### config.mk
export PLATFORM = sky130hd
export DESIGN_NAME = aes_text_out_unloader
export DESIGN_NICKNAME = d
export VERILOG_FILES = /design/src/rtl/aes_text_out_unloader.sv
export SDC_FILE = /design/constraint.sdc
export NUM_CORES = 1
export LEC_CHECK = 0
export CAP_MARGIN = 20
export CORE_MARGIN = 10
export CORE_UTILIZATION = 50
export DETAILED_ROUTE_END_ITERATION = 10
export HOLD_SLACK_MARGIN = 0.05
export PLACE_DENSITY = 0.72
export SLEW_MARGIN = 5
export SYNTH_ARGS = -nofsm -noshare
export SYNTH_HDL_FRONTEND = slang
export SYNTH_SLANG_ARGS = --single-unit
export TNS_END_PERCENT = 50
### constraint.sdc
create_clock -name clk -period 2.1 [get_ports clk]
set_input_delay 0.42 -clock clk [delete_from_list [all_inputs] [get_ports clk]]
set_output_delay 0.42 -clock clk [all_outputs]
set_load 0.01 [all_outputs]
### src/rtl/aes_text_out_unloader.sv
// rtl/aes_text_out_unloader.sv - buffers AES text_out blocks and streams them as 32-bit words
//
// Captures the 128-bit cipher result on each done strobe into a DEPTH-entry
// FIFO and unloads the head block one 32-bit word at a time under a
// valid/ready handshake. A done strobe that finds the FIFO full (with no
// same-cycle final-word pop) is dropped and latches the sticky ovf flag.
//
// Optional build macro: AES_UNLOAD_LSW_FIRST_EN - emit words LSW first
// instead of the default MSW-first order.
//
// Ports:
//   clk        clock, rising edge
//   rst        asynchronous active-low reset
//   done       cipher result strobe, text_out valid in the same cycle
//   text_out   128-bit cipher result
//   out_valid  out_data holds a valid word
//   out_ready  sink accepts the current word
//   out_data   current 32-bit word of the head block
//   out_last   current word is the final word of its block
//   cnt        number of blocks held (head counts until its last word leaves)
//   ovf        sticky dropped-block flag
//   clr_ovf    synchronous clear of ovf (a same-cycle drop wins)
module aes_text_out_unloader #(
  parameter int DEPTH = 2
) (
  input  logic                       clk,
  input  logic                       rst,
  input  logic                       done,
  input  logic [127:0]               text_out,
  output logic                       out_valid,
  input  logic                       out_ready,
  output logic [31:0]                out_data,
  output logic                       out_last,
  output logic [$clog2(DEPTH+1)-1:0] cnt,
  output logic                       ovf,
  input  logic                       clr_ovf
);

  localparam int AW = $clog2(DEPTH);
  localparam int CW = $clog2(DEPTH+1);

  logic [127:0]  mem [DEPTH];
  logic [AW-1:0] wptr;
  logic [AW-1:0] rptr;
  logic [1:0]    widx;

  logic          xfer;
  logic          pop;
  logic          full;
  logic          push;
  logic          drop;
  logic [127:0]  head;
  logic [1:0]    sel;

  assign out_valid = (cnt != '0);
  assign out_last  = out_valid & (widx == 2'd3);
  assign xfer      = out_valid & out_ready;
  assign pop       = xfer & (widx == 2'd3);
  assign full      = (cnt == CW'(DEPTH));
  // When full, wptr equals rptr; a same-cycle final-word pop frees exactly
  // the slot being written, so the push can be accepted.
  assign push      = done & (~full | pop);
  assign drop      = done & full & ~pop;

  assign head = mem[rptr];

`ifdef AES_UNLOAD_LSW_FIRST_EN
  assign sel = widx;
`else
  assign sel = 2'd3 - widx;
`endif

  // Gated so an empty buffer shows zero rather than a stale, already-sent block.
  assign out_data = out_valid ? head[{sel, 5'b0} +: 32] : 32'h0;

  always_ff @(posedge clk or negedge rst) begin
    if (!rst) begin
      for (int i = 0; i < DEPTH; i++) begin
        mem[i] <= '0;
      end
      wptr <= '0;
      rptr <= '0;
      widx <= '0;
      cnt  <= '0;
      ovf  <= 1'b0;
    end else begin
      if (push) begin
        mem[wptr] <= text_out;
        wptr      <= wptr + AW'(1);
      end

      if (xfer) begin
        widx <= widx + 2'd1;
      end
      if (pop) begin
        rptr <= rptr + AW'(1);
      end

      if (push && !pop) begin
        cnt <= cnt + CW'(1);
      end else if (pop && !push) begin
        cnt <= cnt - CW'(1);
      end

      if (drop) begin
        ovf <= 1'b1;
      end else if (clr_ovf) begin
        ovf <= 1'b0;
      end
    end
  end

endmodule

Word-level counts from Yosys, hierarchy flattened --
Index checks and enable logic that the tools add are counted.
Operators by class: $add $sub $neg 6, order comparisons 3, equality and inequality tests 2, shift operators 1, mux-type cells 11, bitwise logic cells 11, reduce and logical (&&, ||, !) cells 8
Operators with widths (number):
- 128-bit 2-to-1 mux | 4
- 256-bit bitwise mux | 1
- 128-bit demux with 1-bit select | 1
- 128-bit by 8-bit indexed part select with 32-bit output | 1
- 32-bit 2-to-1 mux | 1
- 1-bit bitwise AND | 6
- 2-bit nonzero test | 3
- 2-bit by 1-bit adder with 2-bit output (second input constant) | 2
- 2-bit == test (second input constant) | 2
- 2-bit greater-or-equal comparator (second input constant) | 2
- 2-bit 2-to-1 mux | 2
- 1-bit inverter with 2-bit output | 2
- 1-bit logical AND | 3
- 1-bit adder (second input constant) | 2
- 1-bit logical NOT | 2
- 2-bit by 1-bit less-than comparator with 1-bit output (second input constant) | 1
- 1-bit 2-to-1 mux | 2
- 1-bit inverter | 2
- 2-bit by 1-bit subtractor with 2-bit output (second input constant) | 1
- 2-bit subtractor (first input constant) | 1
- 1-bit OR | 1
Storage, ports and cells: register bits after elaboration 263, bits of input ports 133, output and inout port bits 37, word-level logic and storage cells 49

Logic depth before layout (Yosys ltp) --
Gate-level depths: netlist of run 1.
depth in word-level cells 9, depth in mapped cells 7, gate-level depth less buffers 7

Worst setup path before layout of run 1 --
No wires, ideal clock.
path type register to output, start register cnt[0], end output out_data[23], arrival time 1.479 ns, data required time 1.680 ns, slack 0.201 ns, stages on the path, launching flop included 6, path through dfrtp_1 or2_2 clkbuf_1 clkbuf_1 o21ai_0 nor3_1
Between the ends: word-level cells in the longest chain between the ends 2
RTL lines:
- start: declaration | RTL line 34 | output logic [$clog2(DEPTH+1)-1:0] cnt,
- start signal: assignment | RTL line 100 | cnt <= cnt + CW'(1);
- start signal: assignment | RTL line 102 | cnt <= cnt - CW'(1);
- 2-bit nonzero test | RTL line 55 | assign out_valid = (cnt != '0);
- via out_valid | RTL line 30 | output logic out_valid,
- 32-bit 2-to-1 mux | RTL line 74 | assign out_data = out_valid ? head[{sel, 5'b0} +: 32] : 32'h0;
- end: declaration | RTL line 32 | output logic [31:0] out_data,
The timed path passes the listed nets, and every way through them passes these cells.

Worst setup path after layout of run 1 --
start register rptr, end output out_data[8]
Between the ends: word-level cells in the longest chain between the ends 6
RTL lines:
- start: declaration | RTL line 44 | logic [AW-1:0] rptr;
- start signal: assignment | RTL line 96 | rptr <= rptr + AW'(1);
- 1-bit inverter with 2-bit output (implied by the code) | RTL line 65 | assign head = mem[rptr];
- 128-bit 2-to-1 mux (implied by the code) (3 in series) | RTL line 65
- 128-bit by 8-bit indexed part select with 32-bit output | RTL line 74
- 32-bit 2-to-1 mux | RTL line 74
Every way passes these cells. The select of a mux whose other input is x is not followed.

==> results of run 1 <==
## cells in the mapped netlist
cell and number:
a211oi_1 33, buf_4 13, and2_1 1, a211o_1 1, dfrtp_1 263, mux2_1 120, ha_1 2, o21ai_0 32
xor2_1 2, inv_1 3, clkbuf_1 21, nor2b_1 33, nand2_1 3, buf_2 27, xnor2_1 4, nor2_1 1
nand3_1 1, a32o_1 1, mux2_2 233, nor3_1 32, a21oi_1 1, nand2b_1 2, buf_6 2, o22ai_1 32
or2_2 2
## registers in the layout, summed over array words and instances (netlist names)
signal and flops:
rptr 1, cnt 2, wptr 1, mem 256
ovf 1, widx 2
## cell families (layout without fill, tap and decap cells)
group | Yosys count | in the layout | synth area share [%]
other | 0 | 2 | 0
adder cells (fa/ha/maj) | 2 | 2 | 0.208
AO/OA/AOI/OAI | 100 | 100 | 5.25
multiplexers | 353 | 353 | 33.0
flip-flops | 263 | 263 | 54.7
buffers and inverters | 66 | 319 | 2.87
AND/OR/NAND/NOR | 75 | 75 | 3.47
XOR/XNOR | 6 | 6 | 0.437
## layout by cell type, fill, tap and decap left out, drive strengths merged
cell and count:
mux2 353, a211oi 33, clkdlybuf4s15 1, dlygate4sd3 1
bufbuf 1, nor3 32, nand2b 2, a32o 1
a211o 1, buf 109, nor2b 33, ha 2
nand3 1, and2 1, nor2 1, o22ai 32
inv 5, diode 2, dfrtp 263, bufinv 1
clkdlybuf4s50 134, clkbuf 61, clkinv 6, o21ai 32
nand2 3, xnor2 4, or2 2, xor2 2
a21oi 1
## final cells by class
class                           instances  area (sq um)
Antenna cell                            2          5.00
Clock buffer                           40           837
Clock inverter                          9          80.1
Fill cell                            1650          6900
Inverter                                3          11.3
Multi-Input combinational cell        536          5750
Sequential cell                       263          6590
Tap cell                              319           399
Timing Repair Buffer                  267          2980
## power breakdown
| part | total [mW] | switching, mW | internal, mW |
|---|---|---|---|
| Combinational | 14.6 | 6.40 | 8.23 |
| Clock | 4.90 | 2.02 | 2.88 |
| Sequential | 9.04 | 1.33 | 7.71 |
| Total | 28.6 | 9.75 | 18.8 |
## repair_timing
| action | 4_1_cts | 5_1_grt |
|---|---|---|
| hold buffers | 1 | 0 |
| gates resized for setup | 130 | 199 |
| pin swaps | 4 | 25 |
| hold endpoints to repair | 48 | 0 |
| setup buffers | 6 | 25 |
| setup endpoints to repair | 106 | 183 |
| cloned | 1 | 16 |
## how the worst min path moves through the flow
stage	slack, ps	end	cells after the start	startpoint
6_report	390	mem[221]$_DFFE_PN0P_	2	rst
5_1_grt	420	mem[219]$_DFFE_PN0P_	2	rst
4_1_cts	380	mem[219]$_DFFE_PN0P_	2	rst
3_5_place_dp	370	ovf$_DFFE_PN0P_	1	rst
3_3_place_gp	370	ovf$_DFFE_PN0P_	1	rst
2_1_floorplan	120	cnt[0]$_DFFE_PN0P_	0	rst
## worst max-delay path, stage by stage (launching register included)
cell	delay (ps)
dfrtp_4	540
buf_12	180
buf_16	150
buf_4	130
mux2_2	270
o22ai_2	190
nor3_2	70
buf_2	150
## per-stage QoR
stage	utilization [%]	hold WS (ps)	TNS [ps]	total power, mW
2_1_floorplan	-	124	0	16.3
4_1_cts	66.4	385	-15770	26.3
3_3_place_gp	61.6	370	-33980	20.8
6_report	70.7	387	-14850	28.6
3_5_place_dp	61.6	373	-41030	21.1
5_1_grt	70.7	421	-17020	30.2
## routing by layer
layer  vias up  GRT usage [%]  routed length, microns
li1       3634              -                       -
met1      4133           26.3                   14600
met2       165           29.2                   15500
met3        40           3.41                    1320
met4         0           4.73                     558
met5         -              0                       0
==> flow_metrics.env, run 1 <==
export IMPL_peakVddDrop_mv=0.954
export IMPL_wl_per_cell_microns=22.2
export IMPL_outcome="finished with violations"
export IMPL_cts_sinks=263
export IMPL_viasPerCell=5.54
export IMPL_critical_path_arrival_ps=2220
export IMPL_rsz0062_at_grt="true"
export IMPL_drt_iter0_markers=399
export IMPL_nNetsFinal=1235
export IMPL_crit_start="rptr$_DFFE_PN0P_"
export IMPL_finalHoldViolCount=0
export IMPL_drtPass1Iterations=4
export IMPL_synth_area_sq_mm=0.0120
export IMPL_tightest_slew_ps=429
export IMPL_ys_warn_count=0
export IMPL_drv_cap=0
export IMPL_grt_max_degree=60
export IMPL_synth_top_area_cell="dfrtp_1"
export IMPL_syn_nets=1000
export IMPL_ys_types=25
export IMPL_num_rows=56
export IMPL_ant_nets=0
export IMPL_hold_class="input pin to async pin"
export IMPL_grt_usage_pct=18.7
export IMPL_htreeDepth=1
export IMPL_worstReg2RegStart="widx[1]$_DFFE_PN0P_"
export IMPL_hpwlAfterDp_microns=19700
export IMPL_setup_viol=32
export IMPL_p_leak_nw=6.97
export IMPL_ys_ff_latch=263
export IMPL_worstPathRequired_ps=1680
export IMPL_wl_microns=32000
export IMPL_vias=7972
export IMPL_antenna_found_initial=1
export IMPL_cp_max_fo=12
export IMPL_cts_buffers=29
export IMPL_skew_ps=12.0
export IMPL_clk_pin_slew_ps=60
export IMPL_place_worst_setup_slack_ps=-378
export IMPL_start_util_pct=51.1
export IMPL_place_inst=1342
export IMPL_cp_endpoint="out_data[8]"
export IMPL_core_area_sq_mm=0.0235
export IMPL_synth_top_area_share_pct=54.7
export IMPL_synthToLayoutAreaGrowth_pct=38.4
export IMPL_ys_top_cells_by_area="dfrtp_1 (55%), mux2_2 (22%), mux2_1 (11%)"
export IMPL_ys_seq_area_share_pct=54.7
export IMPL_power_per_cell_area_mw_per_mm2=1720
export IMPL_grt_pass1_wl_microns=46700
export IMPL_die_w_microns=175
export IMPL_die_y_microns=175
export IMPL_ff2ff_setup_slack_ps=70
export IMPL_port_buffers=169
export IMPL_grt_overflow=0
export IMPL_die_area_sq_mm=0.0307
export IMPL_drive_gt1_share_pct=44.6
export IMPL_fmaxAchievable_ghz=0.379
export IMPL_design_area_sq_mm=0.0166
export IMPL_cts_buffer_depth=3
export IMPL_crit_type="register to primary output"
export IMPL_cts_root_buffer="clkbuf_16"
export IMPL_slew_headroom_pct=71.4
export IMPL_drv_slew=0
export IMPL_synth_avg_cell_area_sq_um=13.9
export IMPL_cp_start_kind="register"
export IMPL_dpl_cell_area_sq_mm=0.0145
export IMPL_timing_rr_end="mem[244]$_DFFE_PN0P_"
export IMPL_violations="setup timing"
export IMPL_fin_ws_ps=-541
export IMPL_cts_tree="built"
export IMPL_grt_pass1_vias=8197
export IMPL_r2r_cells=8
export IMPL_drc=0
export IMPL_insertion_delay_ps=550
export IMPL_period_needed_ps=2640
export IMPL_place_congestion=0.760
export IMPL_fin_crit_sh_pct=126
export IMPL_synthCells=865
export IMPL_cp_end_kind="primary output"
export IMPL_io_pins=170
export IMPL_fin_cells=1439
Power figures use the tool's default switching activity.
==> run 2: changes to the inputs <==
--- a/config.mk
+++ b/config.mk
@@ -8,6 +8,7 @@
 export CAP_MARGIN = 20
 export CORE_MARGIN = 10
 export CORE_UTILIZATION = 50
+export CTS_CLUSTER_SIZE = 12
 export DETAILED_ROUTE_END_ITERATION = 10
 export HOLD_SLACK_MARGIN = 0.05
 export PLACE_DENSITY = 0.72
==> constraint.sdc (replaced) <==
create_clock -name clk -period 2.95 [get_ports clk]
set_input_delay 0.59 -clock clk [delete_from_list [all_inputs] [get_ports clk]]
set_output_delay 0.59 -clock clk [all_outputs]
set_load 0.01 [all_outputs]
==> run 2 against run 1 <==
The run still ends with setup timing left. Register-to-register slack better by 660 ps. Combinational power down 43%. Core utilization down 5.5 points. Worst hold slack better by 100 ps. Critical path depth down 2. Sequential share of layout area up 3.4 points. Sequential power down 29%. Via count down 4.8%. Design area down 7.8%. Count of clock-buffer cells in the layout up 3. Cell count down 4.1%. Largest power group unchanged.
==> flow_metrics.env, run 2 (same netlist as run 1, synthesis figures left out) <==
export IMPL_num_rows=56
export IMPL_regArea_sq_mm=0.00659
export IMPL_clk_pin_slew_ps=60
export IMPL_mostFrequentLayoutCell="dfrtp_1"
export IMPL_multi_input_area_sq_mm=0.00525
export IMPL_port_buffers=169
export IMPL_die_y_microns=175
export IMPL_drtPass1Iterations=4
export IMPL_drc=0
export IMPL_synthToLayoutAreaGrowth_pct=27.5
export IMPL_critical_path_arrival_ps=2430
export IMPL_viasPerCell=5.50
export IMPL_cp_end_kind="primary output"
export IMPL_cts_buffers=28
export IMPL_drv_slew=0
export IMPL_worstPathRequired_ps=2360
export IMPL_cts_root_buffer="clkbuf_16"
export IMPL_cts_tree="built"
export IMPL_final_util_pct=65.2
export IMPL_drive_gt1_share_pct=31.9
export IMPL_whs_ps=487
export IMPL_wl_microns=29300
export IMPL_drv_cap=0
export IMPL_reg_top3="mem (256), cnt (2), widx (2)"
export IMPL_top_register="mem"
export IMPL_grt_max_degree=70
export IMPL_insertion_delay_ps=530
export IMPL_fin_ws_ps=-73.8
export IMPL_ant_nets=0
export IMPL_antenna_found_initial=1
export IMPL_core_area_sq_mm=0.0235
export IMPL_nNetsFinal=1175
export IMPL_place_congestion=0.780
export IMPL_outcome="finished with violations"
export IMPL_layout_common_cells="dfrtp_1 (262), mux2_2 (233), clkdlybuf4s50_1 (140)"
export IMPL_power_per_cell_area_mw_per_mm2=1190
export IMPL_skew_ps=8.37
export IMPL_vias=7586
export IMPL_fmaxAchievable_ghz=0.331
export IMPL_grt_pass1_wl_microns=47000
export IMPL_hpwlAfterDp_microns=19400
export IMPL_wl_per_cell_microns=21.2
export IMPL_grt_usage_pct=18.9
export IMPL_cp_max_fo=16
export IMPL_cp_start_kind="register"
export IMPL_violations="setup timing"
export IMPL_fillers=1811
export IMPL_die_w_microns=175
export IMPL_period_needed_ps=3020
export IMPL_start_util_pct=51.1
export IMPL_grt_overflow=0
export IMPL_slew_headroom_pct=62.7
export IMPL_p_leak_nw=6.29
export IMPL_largest_reg_flops=256
export IMPL_cts_buffer_depth=3
export IMPL_finalHoldViolCount=0
export IMPL_die_area_sq_mm=0.0307
export IMPL_peakVddDrop_mv=0.701
export IMPL_rsz0062_at_grt="true"
export IMPL_grt_pass1_vias=8364
export IMPL_crit_type="register to primary output"
export IMPL_hold_class="register to register"
export IMPL_htreeDepth=1
export IMPL_cts_sinks=263
export IMPL_drt_iter0_markers=376
export IMPL_setup_viol=5
export IMPL_tightest_slew_ps=560
export IMPL_fin_crit_sh_pct=103
export IMPL_io_pins=170
## run 2: cell types whose count changed in the layout (fill, tap and decap cells not counted), moves of 12 or more
cell           previous run  this run
mux2_4                   37         0
o22ai_1                   2        25
clkbuf_16                42        30
nor3_1                    4        25
o22ai_2                  26         7
buf_2                    24         0
buf_4                    44        18
mux2_2                  196       233
o21ai_0                   3        18
nor3_2                   28         7
dlygate4sd2_1             0        27
o21ai_2                  14         0
## run 2: area by class of cell
cell class	instances	area share, %
diodes	2	0.0326
well taps	319	2.60
clock buffers	43	5.27
inverters	3	0.0734
multi-input cells	536	34.2
repair buffers	208	14.3
clock inverters	6	0.522
flip-flops and latches	263	42.9
## run 2: routing by layer
| metal | global-route usage [%] | part of all wire, % |
|---|---|---|
| met1 | 25.7 | 46 |
| met2 | 30.5 | 48 |
| met3 | 3.88 | 4.8 |
| met4 | 4.03 | 1.5 |
| met5 | 0 | 0 |
## run 2: critical path, stage by stage, from the launching register on
cell             delay, ps
dfrtp_1                440
or2_2                  330
buf_4                  240
a211oi_4               300
nor3_1                 100
clkdlybuf4s50_1        490
## run 2: timing repair
action,4_1_cts,5_1_grt
resized for setup,48,22
setup endpoints to repair,32,16
hold buffers,1,0
gates cloned,0,1
endpoints found under the hold margin,52,0
buffers inserted,4,5
## run 2: worst paths after layout
path / from / to / slack [ps] / depth (start not counted)
worst min-delay path: mem[95]$_DFFE_PN0P_ / mem[95]$_DFFE_PN0P_ / 490 / 1
worst max register to register: widx[0]$_DFFE_PN0P_ / mem[198]$_DFFE_PN0P_ / 730 / 6
min in group asynchronous: rst / ovf$_DFFE_PN0P_ / 590 / 2
max in group asynchronous: rst / mem[6]$_DFFE_PN0P_ / 1610 / 3
worst max-delay path: widx[0]$_DFFE_PN0P_ / out_data[3] / -70 / 5
worst min register to register: mem[95]$_DFFE_PN0P_ / mem[95]$_DFFE_PN0P_ / 490 / 1
## run 2: power by group
group | switching (mW) | internal (mW) | leakage, nW | total [mW]
clock | 1.38 | 2.04 | 0.436 | 3.43
sequential | 0.971 | 5.49 | 3.09 | 6.46
combinational | 3.72 | 4.57 | 2.76 | 8.29
total | 6.08 | 12.1 | 6.29 | 18.2
## run 2: per-stage QoR
stage          total power [mW]  instances  TNS (ps)  cell area, sq um  setup WS, ps
3_3_place_gp               14.5       1318         0             14200           193
4_1_cts                    18.1       1372      -378             15200          -114
3_5_place_dp               14.7       1318         0             14200           181
2_1_floorplan              11.6        865         0             12000           881
5_1_grt                    19.4       1379     -1290             15300          -160
6_report                   18.2       1380      -240             15300         -73.8
==> run 3: changes to the inputs <==
--- a/config.mk
+++ b/config.mk
@@ -5,13 +5,15 @@
 export SDC_FILE = /design/constraint.sdc
 export NUM_CORES = 1
 export LEC_CHECK = 0
+export ABC_AREA = 1
 export CAP_MARGIN = 20
 export CORE_MARGIN = 10
 export CORE_UTILIZATION = 50
 export CTS_CLUSTER_SIZE = 12
 export DETAILED_ROUTE_END_ITERATION = 10
 export HOLD_SLACK_MARGIN = 0.05
-export PLACE_DENSITY = 0.72
+export PLACE_DENSITY = 0.71
+export REMOVE_ABC_BUFFERS = 1
 export SLEW_MARGIN = 5
 export SYNTH_ARGS = -nofsm -noshare
 export SYNTH_HDL_FRONTEND = slang
==> run 3 against run 2 <==
The run still ends with setup timing left. Flip-flop and latch count is the same. Non-clock buffer count grew 8. Maximum frequency grew 2.4%. Critical path type unchanged.
==> flow_metrics.env, run 3 <==
export IMPL_port_buffers=169
export IMPL_worstPathRequired_ps=2360
export IMPL_fmaxAchievable_ghz=0.339
export IMPL_insertion_delay_ps=570
export IMPL_place_congestion=0.807
export IMPL_crit_type="register to primary output"
export IMPL_layout_common_cells="nand2_1 (870), dfrtp_1 (259), nand4_1 (256)"
export IMPL_htreeDepth=1
export IMPL_crit_start="rptr$_DFFE_PN0P_"
export IMPL_crit_chain="buf_12 -> o21ai_0 -> o21ai_0 -> nor2_1 -> nor2_1 -> clkdlybuf4s50_1"
export IMPL_fin_ws_ps=-2.71
export IMPL_die_w_microns=185
export IMPL_drive_gt1_share_pct=5.63
export IMPL_num_rows=60
export IMPL_synth_top_area_cell="dfrtp_1"
export IMPL_drc=0
export IMPL_mostFrequentLayoutCell="nand2_1"
export IMPL_peakVddDrop_mv=0.641
export IMPL_ys_seq_area_share_pct=48.4
export IMPL_cts_buffer_depth=3
export IMPL_ys_warn_count=0
export IMPL_synth_ff_type="dfrtp_1"
export IMPL_drv_cap=0
export IMPL_slowest_stage="clkdlybuf4s50_1"
export IMPL_grt_pass1_wl_microns=67100
export IMPL_ff2ff_setup_slack_ps=660
export IMPL_setup_viol=1
export IMPL_synth_most_common_cell="nand2_1"
export IMPL_wl_microns=40600
export IMPL_vias=13119
export IMPL_synthArstFlopShare_pct=100
export IMPL_power_mw=19.4
export IMPL_nNetsFinal=2085
export IMPL_grt_pass1_vias=12957
export IMPL_cp_max_fo=50
export IMPL_slew_headroom_pct=47.0
export IMPL_synth_avg_cell_area_sq_um=7.29
export IMPL_largest_reg_flops=256
export IMPL_r2r_cells=10
export IMPL_fin_crit_sh_pct=100
export IMPL_core_area_sq_mm=0.0269
export IMPL_max_stage_delay_ps=560
export IMPL_finalHoldViolCount=0
export IMPL_cts_tree="built"
export IMPL_top_register="mem"
export IMPL_grt_overflow=0
export IMPL_die_area_sq_mm=0.0342
export IMPL_power_per_cell_area_mw_per_mm2=1170
export IMPL_ys_top_cells_by_count="nand2_1 (870), dfrtp_1 (263), nand4_1 (256), nor2_1 (97), clkbuf_1 (91)"
export IMPL_worstReg2RegStart="widx[0]$_DFFE_PN0P_"
export IMPL_cts_sinks=263
export IMPL_hold_depth=2
export IMPL_cp_endpoint="out_data[24]"
export IMPL_period_needed_ps=2950
export IMPL_synthCells=1867
export IMPL_antenna_found_initial=2
export IMPL_skew_ps=17.5
export IMPL_reg_top3="mem (256), cnt (2), widx (2)"
export IMPL_cts_root_buffer="clkbuf_16"
export IMPL_wl_per_cell_microns=17.5
export IMPL_dpl_cell_area_sq_mm=0.0156
export IMPL_rsz0062_at_grt="true"
export IMPL_tightest_slew_ps=795
export IMPL_drt_iter0_markers=1287
export IMPL_synthToLayoutAreaGrowth_pct=22.1
export IMPL_cp_end_kind="primary output"
export IMPL_ant_nets=0
export IMPL_drv_slew=0
export IMPL_hpwlAfterDp_microns=23600
export IMPL_violations="setup timing"
export IMPL_critical_path_arrival_ps=2360
export IMPL_clk_pin_slew_ps=60
export IMPL_outcome="finished with violations"
export IMPL_synth_edff_count=0
export IMPL_synth_area_sq_mm=0.0136
export IMPL_hold_class="register to register"
export IMPL_start_util_pct=50.6
export IMPL_io_pins=170
export IMPL_ys_types=20
export IMPL_ys_ff_latch=263
export IMPL_grt_max_degree=161
export IMPL_cts_buffers=30
export IMPL_ys_top_cells_by_area="dfrtp_1 (48%), nand2_1 (24%), nand4_1 (12%)"
export IMPL_viasPerCell=5.67
export IMPL_p_leak_nw=8.70
export IMPL_design_area_sq_mm=0.0166
export IMPL_timing_rr_end="cnt[1]$_DFFE_PN0P_"
export IMPL_drtPass1Iterations=5
export IMPL_die_y_microns=185
export IMPL_cp_start_kind="register"
export IMPL_synth_top_area_share_pct=48.4
export IMPL_grt_usage_pct=23.6
## run 3: final cells by class
class,instances,area [sq um]
multi-input combinational,1368,6070
timing repair buffer,216,2320
inverter,71,289
clock inverter,11,68.8
clock buffer,44,853
sequential,263,6590
antenna,1,2.50
fill,2479,10300
tap,341,427
## run 3: where the power goes
group	switching [mW]	internal (mW)	total, mW
combinational	6.03	3.48	9.51
clock	1.51	2.00	3.51
sequential	1.05	5.33	6.39
total	8.59	10.8	19.4
## run 3: worst min path at each step
stage	startpoint	end
after floorplan	rst	cnt[0]$_DFFE_PN0P_
after global placement	mem[237]$_DFFE_PN0P_	mem[237]$_DFFE_PN0P_
after detailed placement	mem[235]$_DFFE_PN0P_	mem[235]$_DFFE_PN0P_
after CTS	mem[235]$_DFFE_PN0P_	mem[235]$_DFFE_PN0P_
after global routing	mem[238]$_DFFE_PN0P_	mem[238]$_DFFE_PN0P_
final	mem[238]$_DFFE_PN0P_	mem[238]$_DFFE_PN0P_
## run 3: logic make-up after synthesis
| logic type | Yosys count | synth area share (%) |
|---|---|---|
| AO/OA/AOI/OAI | 68 | 2.52 |
| XOR/XNOR | 4 | 0.257 |
| adder cells (fa/ha/maj) | 2 | 0.184 |
| buffers and inverters | 236 | 7.42 |
| flip-flops | 263 | 48.4 |
| AND/OR/NAND/NOR | 1294 | 41.3 |
## run 3: repair_timing
action | 4_1_cts | 5_1_grt
cloned | 1 | 0
resized for setup | 35 | 17
hold buffers | 1 | 0
hold endpoints to repair | 62 | 0
pin swaps | 0 | 0
endpoints found under the setup margin | 32 | 13
buffers inserted | 1 | 0
## run 3: critical path: cells and delay by family, from the launching register on
kind / cells / cell delay [ps]
DFF: 1 / 530
AOI/OAI and AO/OA: 2 / 290
and+or+nand+nor: 2 / 160
buffers and inverters: 2 / 840
## run 3: layer usage
metal  wire, microns  GRT usage, %  vias up  part of all wire, %
met5               0             0        -                    0
met4             669          4.88        0                  1.6
met3            2590          3.96       57                  6.4
met2           19400          39.0      410                   48
met1           17900          32.0     6390                   44
li1                -             -     6262                    -
## run 3: stage by stage
| stage | setup TNS (ps) | std cells | util (%) | setup WS, ps | hold WS [ps] |
|---|---|---|---|---|---|
| 2_1_floorplan | -965370 | 1702 | - | -3450 | 294 |
| 3_3_place_gp | 0 | 2256 | 58.0 | 312 | 450 |
| 3_5_place_dp | 0 | 2256 | 58.0 | 292 | 453 |
| 4_1_cts | -453 | 2314 | 61.7 | -91.3 | 468 |
| 5_1_grt | -123 | 2314 | 61.8 | -123 | 484 |
| 6_report | -2.71 | 2315 | 61.8 | -2.71 | 465 |
